### config.mk
export PLATFORM = sky130hd
export DESIGN_NAME = ysyx_22040759_axi_bridge
export DESIGN_NICKNAME = d
export VERILOG_FILES = /design/src/rtl/ysyx_22040759_axi_bridge_pkg.sv /design/src/rtl/ysyx_22040759_axi_bridge_lane.sv /design/src/rtl/ysyx_22040759_axi_bridge.sv
export SDC_FILE = /design/constraint.sdc
export NUM_CORES = 1
export LEC_CHECK = 0
export ABC_AREA = 0
export ABC_CLOCK_PERIOD_IN_PS = 1700
export BUFFER_PORTS_ARGS = -buffer_cell sky130_fd_sc_hd__buf_4
export CAP_MARGIN = 20
export CORE_AREA = 2 2 250 252
export DETAILED_ROUTE_END_ITERATION = 12
export DIE_AREA = 0 0 252 254
export SLEW_MARGIN = 25
export SYNTH_ARGS = -nofsm -noshare
export SYNTH_HDL_FRONTEND = slang
export SYNTH_SLANG_ARGS = --single-unit
### constraint.sdc
create_clock -name clock -period 1.7 [get_ports clock]
set_clock_uncertainty 0.05 [all_clocks]
set_input_delay 0.34 -clock clock [delete_from_list [all_inputs] [get_ports clock]]
set_output_delay 0.34 -clock clock [all_outputs]
set_load 0.02 [all_outputs]
### src/rtl/ysyx_22040759_axi_bridge_pkg.sv
`default_nettype none
// ============================================================================
//  Module      : ysyx_22040759_axi_bridge_pkg
//  Description : Shared size codes, AXI constants, bridge state encoding and
//                lane helper functions for the fetch/data AXI bridge.
//  Revision    : 1.0 - initial release
// ============================================================================
package ysyx_22040759_axi_bridge_pkg;

  // Request size codes (log2 of byte count)
  localparam logic [1:0] SIZE_B = 2'b00;
  localparam logic [1:0] SIZE_H = 2'b01;
  localparam logic [1:0] SIZE_W = 2'b10;
  localparam logic [1:0] SIZE_D = 2'b11;

  // AXI constants
  localparam logic [1:0] AXI_BURST_INCR = 2'b01;
  localparam logic [1:0] AXI_RESP_OKAY  = 2'b00;
  localparam logic [7:0] AXI_LEN_SINGLE = 8'd0;

  // Bridge state encoding
  typedef enum logic [2:0] {
    ST_IDLE = 3'd0,
    ST_AR   = 3'd1,
    ST_R    = 3'd2,
    ST_AW_W = 3'd3,
    ST_B    = 3'd4,
    ST_RESP = 3'd5
  } state_t;

  // Byte-enable pattern of an LSB-aligned access of the given size
  function automatic logic [7:0] size_strb(input logic [1:0] size);
    case (size)
      SIZE_B:  return 8'h01;
      SIZE_H:  return 8'h03;
      SIZE_W:  return 8'h0F;
      default: return 8'hFF;
    endcase
  endfunction

  // Bit mask of an LSB-aligned access of the given size
  function automatic logic [63:0] size_mask(input logic [1:0] size);
    case (size)
      SIZE_B:  return 64'h0000_0000_0000_00FF;
      SIZE_H:  return 64'h0000_0000_0000_FFFF;
      SIZE_W:  return 64'h0000_0000_FFFF_FFFF;
      default: return 64'hFFFF_FFFF_FFFF_FFFF;
    endcase
  endfunction

endpackage
`default_nettype wire

### src/rtl/ysyx_22040759_axi_bridge_lane.sv
`default_nettype none
// ============================================================================
//  Module      : ysyx_22040759_axi_bridge_lane
//  Description : Combinational byte-lane steering between LSB-aligned core
//                data and the 64-bit AXI bus (write shift/strobe, read
//                shift/mask with zero extension).
//  Revision    : 1.0 - initial release
// ============================================================================
module ysyx_22040759_axi_bridge_lane
  import ysyx_22040759_axi_bridge_pkg::*;
(
  input  logic [2:0]  offset,
  input  logic [1:0]  size,
  input  logic [63:0] wdata_in,
  output logic [63:0] wdata_out,
  output logic [7:0]  wstrb,
  input  logic [63:0] rdata_in,
  output logic [63:0] rdata_out
);

  logic [5:0] w_shamt;

  // Byte offset expressed as a bit shift amount
  assign w_shamt = {offset, 3'b000};

  // Store path moves data up to its lane; load path brings it back down and
  // zero-extends to the access size
  always_comb begin
    wdata_out = wdata_in << w_shamt;
    wstrb     = size_strb(size) << offset;
    rdata_out = (rdata_in >> w_shamt) & size_mask(size);
  end

endmodule
`default_nettype wire

### src/rtl/ysyx_22040759_axi_bridge.sv
`default_nettype none
// ============================================================================
//  Module      : ysyx_22040759_axi_bridge
//  Description : Accepts the core's fetch (if_*) and data (mem_*) requests,
//                arbitrates them (data first) and issues one single-beat AXI4
//                transaction at a time on a shared 64-bit master port.
//  Revision    : 1.0 - initial release
// ============================================================================
module ysyx_22040759_axi_bridge
  import ysyx_22040759_axi_bridge_pkg::*;
#(
  parameter int         ADDR_W     = 64,
  parameter int         DATA_W     = 64,
  parameter logic [3:0] AXI_ID_IF  = 4'd0,
  parameter logic [3:0] AXI_ID_MEM = 4'd1
) (
  input  logic              clock,
  input  logic              reset,
  // fetch request port
  input  logic              if_valid,
  input  logic [ADDR_W-1:0] if_addr,
  input  logic [1:0]        if_size,
  output logic              if_ready,
  output logic [DATA_W-1:0] if_data_read,
  output logic [1:0]        if_resp,
  // data request port
  input  logic              mem_valid,
  input  logic              mem_req,
  input  logic [ADDR_W-1:0] mem_addr,
  input  logic [1:0]        mem_size,
  input  logic [DATA_W-1:0] mem_data_write,
  output logic              mem_ready,
  output logic [DATA_W-1:0] mem_data_read,
  output logic [1:0]        mem_resp,
  // AXI read address
  output logic              axi_ar_valid,
  input  logic              axi_ar_ready,
  output logic [ADDR_W-1:0] axi_ar_addr,
  output logic [3:0]        axi_ar_id,
  output logic [7:0]        axi_ar_len,
  output logic [2:0]        axi_ar_size,
  output logic [1:0]        axi_ar_burst,
  // AXI read data
  input  logic              axi_r_valid,
  output logic              axi_r_ready,
  input  logic [DATA_W-1:0] axi_r_data,
  input  logic [1:0]        axi_r_resp,
  input  logic              axi_r_last,
  // AXI write address
  output logic              axi_aw_valid,
  input  logic              axi_aw_ready,
  output logic [ADDR_W-1:0] axi_aw_addr,
  output logic [3:0]        axi_aw_id,
  output logic [7:0]        axi_aw_len,
  output logic [2:0]        axi_aw_size,
  output logic [1:0]        axi_aw_burst,
  // AXI write data
  output logic              axi_w_valid,
  input  logic              axi_w_ready,
  output logic [DATA_W-1:0] axi_w_data,
  output logic [7:0]        axi_w_strb,
  output logic              axi_w_last,
  // AXI write response
  input  logic              axi_b_valid,
  output logic              axi_b_ready,
  input  logic [1:0]        axi_b_resp
);

  state_t              r_state, w_state_n;
  logic                r_owner_mem;
  logic [ADDR_W-1:0]   r_addr;
  logic [1:0]          r_size;
  logic [DATA_W-1:0]   r_wdata;
  logic [DATA_W-1:0]   r_rdata;
  logic [1:0]          r_resp;
  logic                r_aw_done;
  logic                r_w_done;
  logic [DATA_W-1:0]   w_lane_wdata;
  logic [7:0]          w_lane_wstrb;
  logic [DATA_W-1:0]   w_lane_rdata;
  logic                w_unused;

  // Single-beat transfers only, so the last flag carries no information
  assign w_unused = axi_r_last;

  ysyx_22040759_axi_bridge_lane u_lane (
    .offset    (r_addr[2:0]),
    .size      (r_size),
    .wdata_in  (r_wdata),
    .wdata_out (w_lane_wdata),
    .wstrb     (w_lane_wstrb),
    .rdata_in  (axi_r_data),
    .rdata_out (w_lane_rdata)
  );

  assign axi_ar_addr  = r_addr;
  assign axi_ar_id    = r_owner_mem ? AXI_ID_MEM : AXI_ID_IF;
  assign axi_ar_len   = AXI_LEN_SINGLE;
  assign axi_ar_size  = {1'b0, r_size};
  assign axi_ar_burst = AXI_BURST_INCR;
  assign axi_aw_addr  = r_addr;
  assign axi_aw_id    = AXI_ID_MEM;
  assign axi_aw_len   = AXI_LEN_SINGLE;
  assign axi_aw_size  = {1'b0, r_size};
  assign axi_aw_burst = AXI_BURST_INCR;
  assign axi_w_data   = w_lane_wdata;
  assign axi_w_strb   = w_lane_wstrb;
  assign axi_w_last   = axi_w_valid;

  // Both requesters see the same captured data; each only looks at it with its ready
  assign if_data_read  = r_rdata;
  assign mem_data_read = r_rdata;
  assign if_resp       = r_resp;
  assign mem_resp      = r_resp;

  // State register
  always_ff @(posedge clock) begin
    if (reset) r_state <= ST_IDLE;
    else       r_state <= w_state_n;
  end

  // Next state and channel handshake outputs
  always_comb begin
    w_state_n    = r_state;
    axi_ar_valid = 1'b0;
    axi_r_ready  = 1'b0;
    axi_aw_valid = 1'b0;
    axi_w_valid  = 1'b0;
    axi_b_ready  = 1'b0;
    if_ready     = 1'b0;
    mem_ready    = 1'b0;
    case (r_state)
      ST_IDLE: begin
        if (mem_valid)     w_state_n = mem_req ? ST_AW_W : ST_AR;
        else if (if_valid) w_state_n = ST_AR;
      end
      ST_AR: begin
        axi_ar_valid = 1'b1;
        if (axi_ar_ready) w_state_n = ST_R;
      end
      ST_R: begin
        axi_r_ready = 1'b1;
        if (axi_r_valid) w_state_n = ST_RESP;
      end
      ST_AW_W: begin
        axi_aw_valid = !r_aw_done;
        axi_w_valid  = !r_w_done;
        if ((r_aw_done || axi_aw_ready) && (r_w_done || axi_w_ready)) w_state_n = ST_B;
      end
      ST_B: begin
        axi_b_ready = 1'b1;
        if (axi_b_valid) w_state_n = ST_RESP;
      end
      ST_RESP: begin
        if_ready  = !r_owner_mem;
        mem_ready = r_owner_mem;
        w_state_n = ST_IDLE;
      end
      default: w_state_n = ST_IDLE;
    endcase
  end

  // Request latch, AW/W completion tracking and response capture
  always_ff @(posedge clock) begin
    if (reset) begin
      r_owner_mem <= 1'b0;
      r_addr      <= '0;
      r_size      <= SIZE_B;
      r_wdata     <= '0;
      r_rdata     <= '0;
      r_resp      <= AXI_RESP_OKAY;
      r_aw_done   <= 1'b0;
      r_w_done    <= 1'b0;
    end else begin
      if (r_state == ST_IDLE) begin
        if (mem_valid) begin
          r_owner_mem <= 1'b1;
          r_addr      <= mem_addr;
          r_size      <= mem_size;
          r_wdata     <= mem_data_write;
        end else if (if_valid) begin
          r_owner_mem <= 1'b0;
          r_addr      <= if_addr;
          r_size      <= if_size;
        end
      end
      if (r_state == ST_AW_W && w_state_n != ST_B) begin
        if (axi_aw_valid && axi_aw_ready) r_aw_done <= 1'b1;
        if (axi_w_valid && axi_w_ready)   r_w_done  <= 1'b1;
      end else begin
        r_aw_done <= 1'b0;
        r_w_done  <= 1'b0;
      end
      if (r_state == ST_R && axi_r_valid) begin
        r_rdata <= w_lane_rdata;
        r_resp  <= axi_r_resp;
      end
      if (r_state == ST_B && axi_b_valid) r_resp <= axi_b_resp;
    end
  end

endmodule
`default_nettype wire

==> results of run 1 <==
[synthesized netlist by cell type, types with 2 or more instances]
| master | instances |
|---|---|
| mux2i_1 | 203 |
| dfxtp_1 | 202 |
| nor2_1 | 199 |
| buf_4 | 180 |
| nand2_1 | 178 |
| a21oi_1 | 122 |
| a211oi_1 | 84 |
| buf_2 | 58 |
| clkbuf_1 | 41 |
| mux2_2 | 32 |
| a22oi_1 | 25 |
| nor4_1 | 18 |
| o22ai_1 | 17 |
| o21ai_0 | 16 |
| nor3_1 | 13 |
| and2_1 | 12 |
| a222oi_1 | 11 |
| nand3_1 | 11 |
| o2bb2ai_1 | 11 |
| a221oi_1 | 9 |
| nand2b_1 | 9 |
| o211ai_1 | 6 |
| buf_6 | 5 |
| mux4_2 | 5 |
| a22o_1 | 4 |
| a32o_1 | 4 |
| buf_1 | 4 |
| inv_1 | 4 |
| nor2b_1 | 3 |
| a211o_1 | 2 |
| a311oi_1 | 2 |
| conb_1 | 2 |
| inv_2 | 2 |
| nor3b_1 | 2 |
| nor4_4 | 2 |
[layer usage]
metal,up-vias,wire length (um),global-route usage (%)
met5,-,13,0
met4,2,3030,8.40
met3,137,4250,3.15
met2,680,31000,31.8
met1,6772,25600,22.6
li1,6591,-,-
[what timing repair did]
item	CTS	global route
hold buffers	61	0
setup endpoints to repair	173	219
gates resized for setup	273	149
pin swaps	46	41
cloned	12	2
endpoints found under the hold margin	61	0
setup buffers	42	21
[cell families (layout without fill, tap and decap cells)]
| family | Yosys count | in the layout | share of synthesized area, % |
|---|---|---|---|
| and+or+nand+nor | 457 | 457 | 15.7 |
| AOI/OAI and AO/OA | 318 | 318 | 16.8 |
| buffers and inverters | 294 | 989 | 15.1 |
| muxes | 240 | 240 | 20.0 |
| DFF | 202 | 202 | 32.3 |
| other | 2 | 30 | 0.0600 |
[worst paths after layout]
kind,startpoint,end,slack (ns),depth (start not counted)
hold / removal,mem_data_write[57],r_wdata[57]$_SDFFE_PP0P_,0.03,3
setup reg to reg,axi_ar_addr[1]$_SDFFE_PP0P_,if_data_read[3]$_SDFFE_PP0P_,-0.52,11
hold reg to reg,r_wdata[63]$_SDFFE_PP0P_,r_wdata[63]$_SDFFE_PP0P_,0.41,2
setup / recovery,axi_ar_addr[1]$_SDFFE_PP0P_,axi_w_data[51],-0.67,8
[through the flow]
stage               area [um^2]  hold slack (ns)  setup slack [ns]  power [mW]  setup TNS, ns
floorplan                 13200            0.384            -0.136        12.6          -4.80
global placement          18700            0.397            -0.303        17.1          -7.72
detailed placement        18700            0.400            -0.286        17.2          -9.78
CTS                       22000          0.00175            -0.717        25.1         -62.25
global route              22900          0.00509            -0.759        26.9         -84.18
finish                    22900           0.0290            -0.673        25.7         -66.99
[area by class of cell]
| type | instances | area, um^2 |
|---|---|---|
| Inverter | 6 | 32.5 |
| Clock buffer | 35 | 736 |
| Fill cell | 6057 | 38400 |
| Tap cell | 790 | 988 |
| Timing Repair Buffer | 940 | 8530 |
| Antenna cell | 1 | 2.50 |
| Clock inverter | 8 | 103 |
| Sequential cell | 202 | 4060 |
| Multi-Input combinational cell | 1044 | 8440 |
[sequential cells by signal, summed over array words and instances, names as in the netlist]
name / cells
r_state: 3
r_size: 2
r_owner_mem: 1
r_wdata: 64
axi_ar_addr: 64
r_aw_done: 1
if_resp: 2
if_data_read: 64
r_w_done: 1
[power by group]
part | internal (mW) | leakage (nW) | switching [mW]
clock network | 3.32 | 0.414 | 2.24
logic | 6.90 | 7.71 | 7.16
registers | 5.35 | 1.66 | 0.779
total | 15.6 | 9.78 | 10.2
[worst max-delay path, cell delays in order, from the launching register on]
cell and delay (ns):
dfxtp_4 0.44, buf_6 0.15, buf_6 0.12, nor2b_4 0.04, buf_12 0.14, buf_6 0.12, a21oi_4 0.19, o21ai_2 0.09
buf_6 0.14
==> flow_summary.yaml, run 1 <==
setup_path:
  crit_path_start_kind: "flop"
  crit_path_end_kind: "output port"
  worstPathRequired_ns: 1.31
  cp.arrival_ns: 1.98
  worstSetupPathType: "flop to output port"
  path_max_fanout: 8
synth:
  syn_area_per_cell_um2: 8.27
  synthFlopType: "dfxtp_1"
  synth_area_um2: 12500
  synth_edf_count: 0
  async_reset_ff_share_pct: 0
  ys_seq_area_share_pct: 32.3
  synth_cell_types: 50
  ys_top_cells_by_area: "dfxtp_1 32%, mux2i_1 16%, buf_4 11%, nor2_1 6.0%, nand2_1 5.3%"
  synth_area_leader_cell: "dfxtp_1"
  synthCells: 1513
  ys_ff_latch: 202
  synth-warning-count: 0
  yosysTopAreaCellShare_pct: 32.3
sta:
  post-route-period-util_pct: 140
  clock.fmax_mhz: 421
  relSlewSlack_pct: 30.9
  setup_viol: 171
  rsz0062_at_grt: "yes"
  min_period_ns: 2.37
  finalHoldViolCount: 0
  finalWorstSetupSlack_ns: -0.673
  slew_violations: 0
  tightest_slew_ns: 1.03
hold_path:
  worst_hold_path_type: "input port to flop"
drt:
  drc: 0
  vias: 14200
  wl_per_cell_um: 21.1
  first_pass_iters: 5
  drtAntennaViolNets: 0
  totalWireLength_mm: 63.9
  drt_iter0_markers: 934
  vias_per_cell: 4.69
global_routing:
  antenna_found_initial: 2
  grt.total_usage_pct: 18.5
  grt_pass1_vias: 14100
  grt_max_degree: 42
  grt_overflow: 0
  grt_pass1_wl_mm: 90.1
clocking:
  cts_sinks: 202
  cts_made_buffers: 26
  clock_path_buffers: 3
  clk_pin_slew_ns: 0.06
  clock_latency_ns: 0.55
  htreeDepth: 1
  root_buffer: "clkbuf_16"
  cts_tree: "yes"
die:
  core_area_um2: 61300
  die_x_um: 252
  die_h_um: 254
  row_count: 91
  design.die.area_um2: 64000
  io-pin-count: 649
  initial_core_util_pct: 20.4
finish:
  fin_nets: 2495
  instances_no_fill: 3026
  layout_common_cells: "708 x buf_4, 194 x dfxtp_1, 172 x nand2_1"
  final_common_cell: "buf_4"
  syn_to_final_growth_pct: 83.0
  drive_above_1_share_pct: 54.8
  utilization_pct: 37.4
placed_design:
  gp_congestion: 0.954
  dp_cells: 2848
  hpwl_mm: 47.9
  port-buffer-count: 618
power:
  p_leak_nw: 9.78
  p_per_area_nw_per_um2: 1120
  ir_drop_mv: 0.691
run_status:
  status: "finished with violations"
  violations: "negative setup slack"
flow_run:
  max-cap-violations: 0
(Power assumes the default switching activity.)
==> run 2, diff against run 1 <==
Settings changed: SKIP_LAST_GASP set to 1.
==> run 2 against run 1 <==
Critical path depth is 3 lower. Combinational power hardly changed. Clock-buffer cell count stayed put. Cell count stayed put. Critical endpoint is now axi_w_data[52]. The flow still finishes with violations (negative setup slack). Sequential share of layout area is 0.18 points higher.
==> flow_summary.yaml, run 2 (synthesized netlist as in run 1, its figures left out) <==
sta:
  min_period_ns: 2.38
  slew_violations: 0
  clock.fmax_mhz: 421
  setup_viol: 170
  tightest_slew_ns: 1.05
  finalWorstSetupSlack_ns: -0.675
  tns_ns: -69.15
  relSlewSlack_pct: 29.6
  finalHoldViolCount: 0
  rsz0062_at_grt: "yes"
  post-route-period-util_pct: 140
global_routing:
  grt_max_degree: 42
  grt_pass1_vias: 14100
  antenna_found_initial: 2
  grt.total_usage_pct: 18.5
  grt_overflow: 0
  grt_pass1_wl_mm: 90.1
setup_path:
  crit_path_end_kind: "output port"
  cp.arrival_ns: 1.99
  crit_family: "flip-flops"
  slowest_delay_ns: 0.44
  crit_path_start_kind: "flop"
  worstPathRequired_ns: 1.31
  cp_cell_sequence: "buf_12 > mux2_4 > o211ai_1 > o21ai_2 > buf_4"
  cp_slowest_cell: "dfxtp_4"
  cp_num_buf_inv: 2
  path_max_fanout: 11
  worstSetupPathType: "flop to output port"
power:
  ir_drop_mv: 0.689
  p_total_mw: 25.5
  p_per_area_nw_per_um2: 1120
  p_leak_nw: 9.74
run_status:
  status: "finished with violations"
  violations: "negative setup slack"
placed_design:
  port-buffer-count: 618
  gp_congestion: 0.954
  hpwl_mm: 47.9
clocking:
  clock_latency_ns: 0.55
  root_buffer: "clkbuf_16"
  cts_made_buffers: 26
  cts_sinks: 202
  clk_pin_slew_ns: 0.06
  cts_tree: "yes"
  htreeDepth: 1
  clock_path_buffers: 3
die:
  initial_core_util_pct: 20.4
  row_count: 91
  io-pin-count: 649
  core_area_um2: 61300
  die_h_um: 254
  design.die.area_um2: 64000
  die_x_um: 252
drt:
  vias_per_cell: 4.67
  drt_iter0_markers: 881
  drc: 0
  first_pass_iters: 7
  drtAntennaViolNets: 0
  vias: 14100
  totalWireLength_mm: 63.8
  wl_per_cell_um: 21.1
finish:
  layout_common_cells: "728 x buf_4, 194 x dfxtp_1, 173 x nand2_1"
  fin_nets: 2495
  syn_to_final_growth_pct: 81.1
  drive_above_1_share_pct: 53.7
  final_common_cell: "buf_4"
flow_run:
  max-cap-violations: 0
hold_path:
  worst_hold_path_type: "input port to flop"
[run 2: changes by cell type in the layout (fill, tap and decap cells not counted), moves of 5 or more]
cell,previous run,this run
a211oi_2,9,4
nor2_1,157,166
a211oi_1,73,78
nor2_2,31,22
buf_6,98,81
buf_4,708,728
[run 2: where the power goes]
| group | internal [mW] | switching, mW | total (mW) |
|---|---|---|---|
| Sequential | 5.35 | 0.779 | 6.13 |
| Clock | 3.32 | 2.24 | 5.56 |
| Combinational | 6.76 | 7.06 | 13.8 |
[run 2: final timing paths]
check	start	to	slack (ns)	cells after the start
worst max-delay path	axi_ar_addr[1]$_SDFFE_PP0P_	axi_w_data[52]	-0.68	5
worst min-delay path	mem_data_write[57]	r_wdata[57]$_SDFFE_PP0P_	0.03	3
worst max register to register	axi_ar_addr[1]$_SDFFE_PP0P_	if_data_read[28]$_SDFFE_PP0P_	-0.52	10
worst min register to register	r_wdata[63]$_SDFFE_PP0P_	r_wdata[63]$_SDFFE_PP0P_	0.42	2
[run 2: worst register-to-register path: stages (launching register included)]
cell and delay (ns):
dfxtp_4 0.44, buf_6 0.15, buf_12 0.14, buf_4 0.13
buf_12 0.09, buf_8 0.14, buf_12 0.17, mux2i_2 0.33
mux2i_1 0.14, a222oi_1 0.24, a211oi_1 0.08
[run 2: metrics by stage]
stage / hold WS, ns / cells / worst slack [ns] / utilization [%] / cell area (um^2)
after global routing: 0.00518 / 3026 / -0.756 / 37.0 / 22700
after CTS: 0.00175 / 3006 / -0.717 / 35.7 / 21900
after detailed placement: 0.400 / 2848 / -0.286 / 30.5 / 18700
after floorplan: 0.384 / 1540 / -0.136 / - / 13200
final: 0.0288 / 3026 / -0.675 / 37.0 / 22700
after global placement: 0.397 / 2848 / -0.303 / 30.5 / 18700
[run 2: timing repair]
item                                    CTS  global route
buffers inserted                         42            22
endpoints found under the hold margin    61             0
endpoints found under the setup margin  173           219
pin swaps                                40            41
cloned                                   12             2
hold buffers                             61             0
gates resized for setup                 236           133
[run 2: layer usage]
metal | track usage [%] | share of wire, % | vias up
met5 | 0 | 0.020 | -
met3 | 3.17 | 6.9 | 129
met4 | 7.91 | 4.5 | 2
met2 | 32.1 | 49 | 676
li1 | - | - | 6585
met1 | 22.5 | 40 | 6751
[run 2: final cells by class]
type,count,area (um^2)
diodes,1,2.50
clock buffers,35,736
clock inverters,8,103
fillers,6089,38600
inverters,6,32.5
multi-input cells,1044,8320
flip-flops and latches,202,4060
well taps,790,988
repair buffers,940,8420
==> run 3, diff against run 2 <==
Settings changed: BUFFER_PORTS_ARGS -buffer_cell sky130_fd_sc_hd__buf_4 to not set, CORE_AREA 2 2 250 252 to 2 2 253 255, DIE_AREA 0 0 252 254 to 0 0 255 257, DONT_BUFFER_PORTS set to 1.
==> run 3 against run 2 <==
Critical endpoint is now axi_w_data[48]. Via count fell by 9.2%. First-iteration DRC count rose by 14%. Clock power rose by 9.7%. Fmax fell by 4.1%. Largest cell class is now multi-input combinational cells. Non-clock buffer count fell by 511. Clock-buffer cell count rose by 6. Cell area fell by 9.2%. Hold slack got worse by 0.19 ns. The run ends with negative hold slack, negative setup slack left. Sequential cell count did not move. Cell count fell by 14%. Sequential power rose by 17%.
==> flow_summary.yaml, run 3 (synthesized netlist as in run 1, its figures left out) <==
sta:
  fin_hold_ws_ns: -0.162
  post-route-period-util_pct: 146
  tightest_slew_ns: 0.650
  clock.fmax_mhz: 404
  slew_violations: 0
  rsz0062_at_grt: "yes"
  min_period_ns: 2.48
  setup_viol: 271
  finalHoldViolCount: 96
  relSlewSlack_pct: 56.6
  finalWorstSetupSlack_ns: -0.777
drt:
  vias: 12800
  totalWireLength_mm: 69.1
  wl_per_cell_um: 26.7
  drt_iter0_markers: 1004
  first_pass_iters: 5
  drc: 0
  drtAntennaViolNets: 0
  vias_per_cell: 4.96
die:
  die_h_um: 257
  die_x_um: 255
  design.die.area_um2: 65500
  row_count: 92
  initial_core_util_pct: 20.0
  io-pin-count: 649
  core_area_um2: 62700
placed_design:
  port-buffer-count: 0
  place_area_um2: 14300
  hpwl_mm: 46.2
  dp_cells: 2331
  gp_congestion: 0.940
flow_run:
  max-cap-violations: 0
setup_path:
  worstPathRequired_ns: 1.31
  worstSetupPathType: "flop to output port"
  crit_path_start_kind: "flop"
  r2r_start: "axi_ar_addr[0]$_SDFFE_PP0P_"
  crit_start: "axi_ar_addr[1]$_SDFFE_PP0P_"
  crit_path_end_kind: "output port"
  cp.arrival_ns: 2.09
  path_max_fanout: 7
clocking:
  root_buffer: "clkbuf_16"
  clock_path_buffers: 3
  clk_pin_slew_ns: 0.06
  clock_latency_ns: 0.57
  cts_made_buffers: 26
  htreeDepth: 1
  cts_tree: "yes"
  cts_sinks: 202
global_routing:
  grt_max_degree: 197
  grt_pass1_wl_mm: 88.5
  antenna_found_initial: 18
  grt_overflow: 0
  grt_pass1_vias: 12200
  grt.total_usage_pct: 18.4
power:
  ir_drop_mv: 0.878
  p_per_area_nw_per_um2: 1300
  p_leak_nw: 7.77
run_status:
  violations: "negative hold slack, negative setup slack"
  status: "finished with violations"
finish:
  syn_to_final_growth_pct: 64.5
  final_common_cell: "buf_4"
  multi_input_area_um2: 9410
  instances_no_fill: 2589
  fin_nets: 1984
  final_area_um2: 20600
  regArea_um2: 4070
  utilization_pct: 32.8
  layout_common_cells: "196 x buf_4, 189 x dfxtp_1, 133 x mux2i_1"
  fillers: 6185
  drive_above_1_share_pct: 52.6
hold_path:
  worst_hold_path_type: "input port to flop"
  min_from: "reset"
## run 3: through the flow
step / worst slack, ns / hold WS [ns] / total power [mW] / TNS (ns)
2_1_floorplan: -0.136 / 0.384 / 12.6 / -4.80
3_3_place_gp: -0.177 / 0.378 / 14.9 / -10.01
3_5_place_dp: -0.210 / 0.380 / 15.1 / -12.14
4_1_cts: -0.757 / -0.241 / 24.3 / -66.06
5_1_grt: -0.845 / -0.223 / 27.6 / -91.78
6_report: -0.777 / -0.162 / 26.7 / -71.10
## run 3: final timing paths
path	end	slack, ns	cells after the start
max	axi_w_data[48]	-0.78	7
min	if_data_read[33]$_SDFFE_PP0P_	-0.16	1
min reg2reg	r_wdata[59]$_SDFFE_PP0P_	0.41	2
max reg2reg	if_data_read[20]$_SDFFE_PP0P_	-0.35	7
## run 3: power by group
part,switching (mW),total (mW),internal [mW]
registers,1.83,7.17,5.35
clock network,2.40,6.10,3.71
logic,6.67,13.4,6.73
total,10.9,26.7,15.8
## run 3: worst max-delay path: stages (launching register included)
cell and delay [ns]:
dfxtp_4 0.45, buf_12 0.19, mux2i_4 0.30, buf_4 0.17, nor2_4 0.03, a21oi_2 0.15, o21ai_2 0.07, buf_4 0.16
## run 3: area by class of cell
type / count / share of cell area (%)
antenna: 14 / 0.170
clock buffer: 41 / 3.93
clock inverter: 7 / 0.553
inverter: 6 / 0.158
multi-input combinational: 1044 / 45.7
sequential: 202 / 19.8
tap: 846 / 5.14
timing repair buffer: 429 / 24.6
## run 3: metal layers
layer | track usage, % | share of wire, % | up-vias
met5 | 0 | 0.072 | -
met4 | 11.0 | 6.9 | 6
met1 | 20.9 | 37 | 6281
met3 | 4.70 | 7.7 | 210
met2 | 31.0 | 48 | 753
li1 | - | - | 5593
## run 3: what timing repair did
action / CTS / global route
endpoints found under the setup margin: 199 / 284
pin swaps: 72 / 148
gates cloned: 20 / 17
hold buffers: 28 / 29
endpoints found under the hold margin: 194 / 193
buffers inserted: 79 / 33
resized for setup: 320 / 395
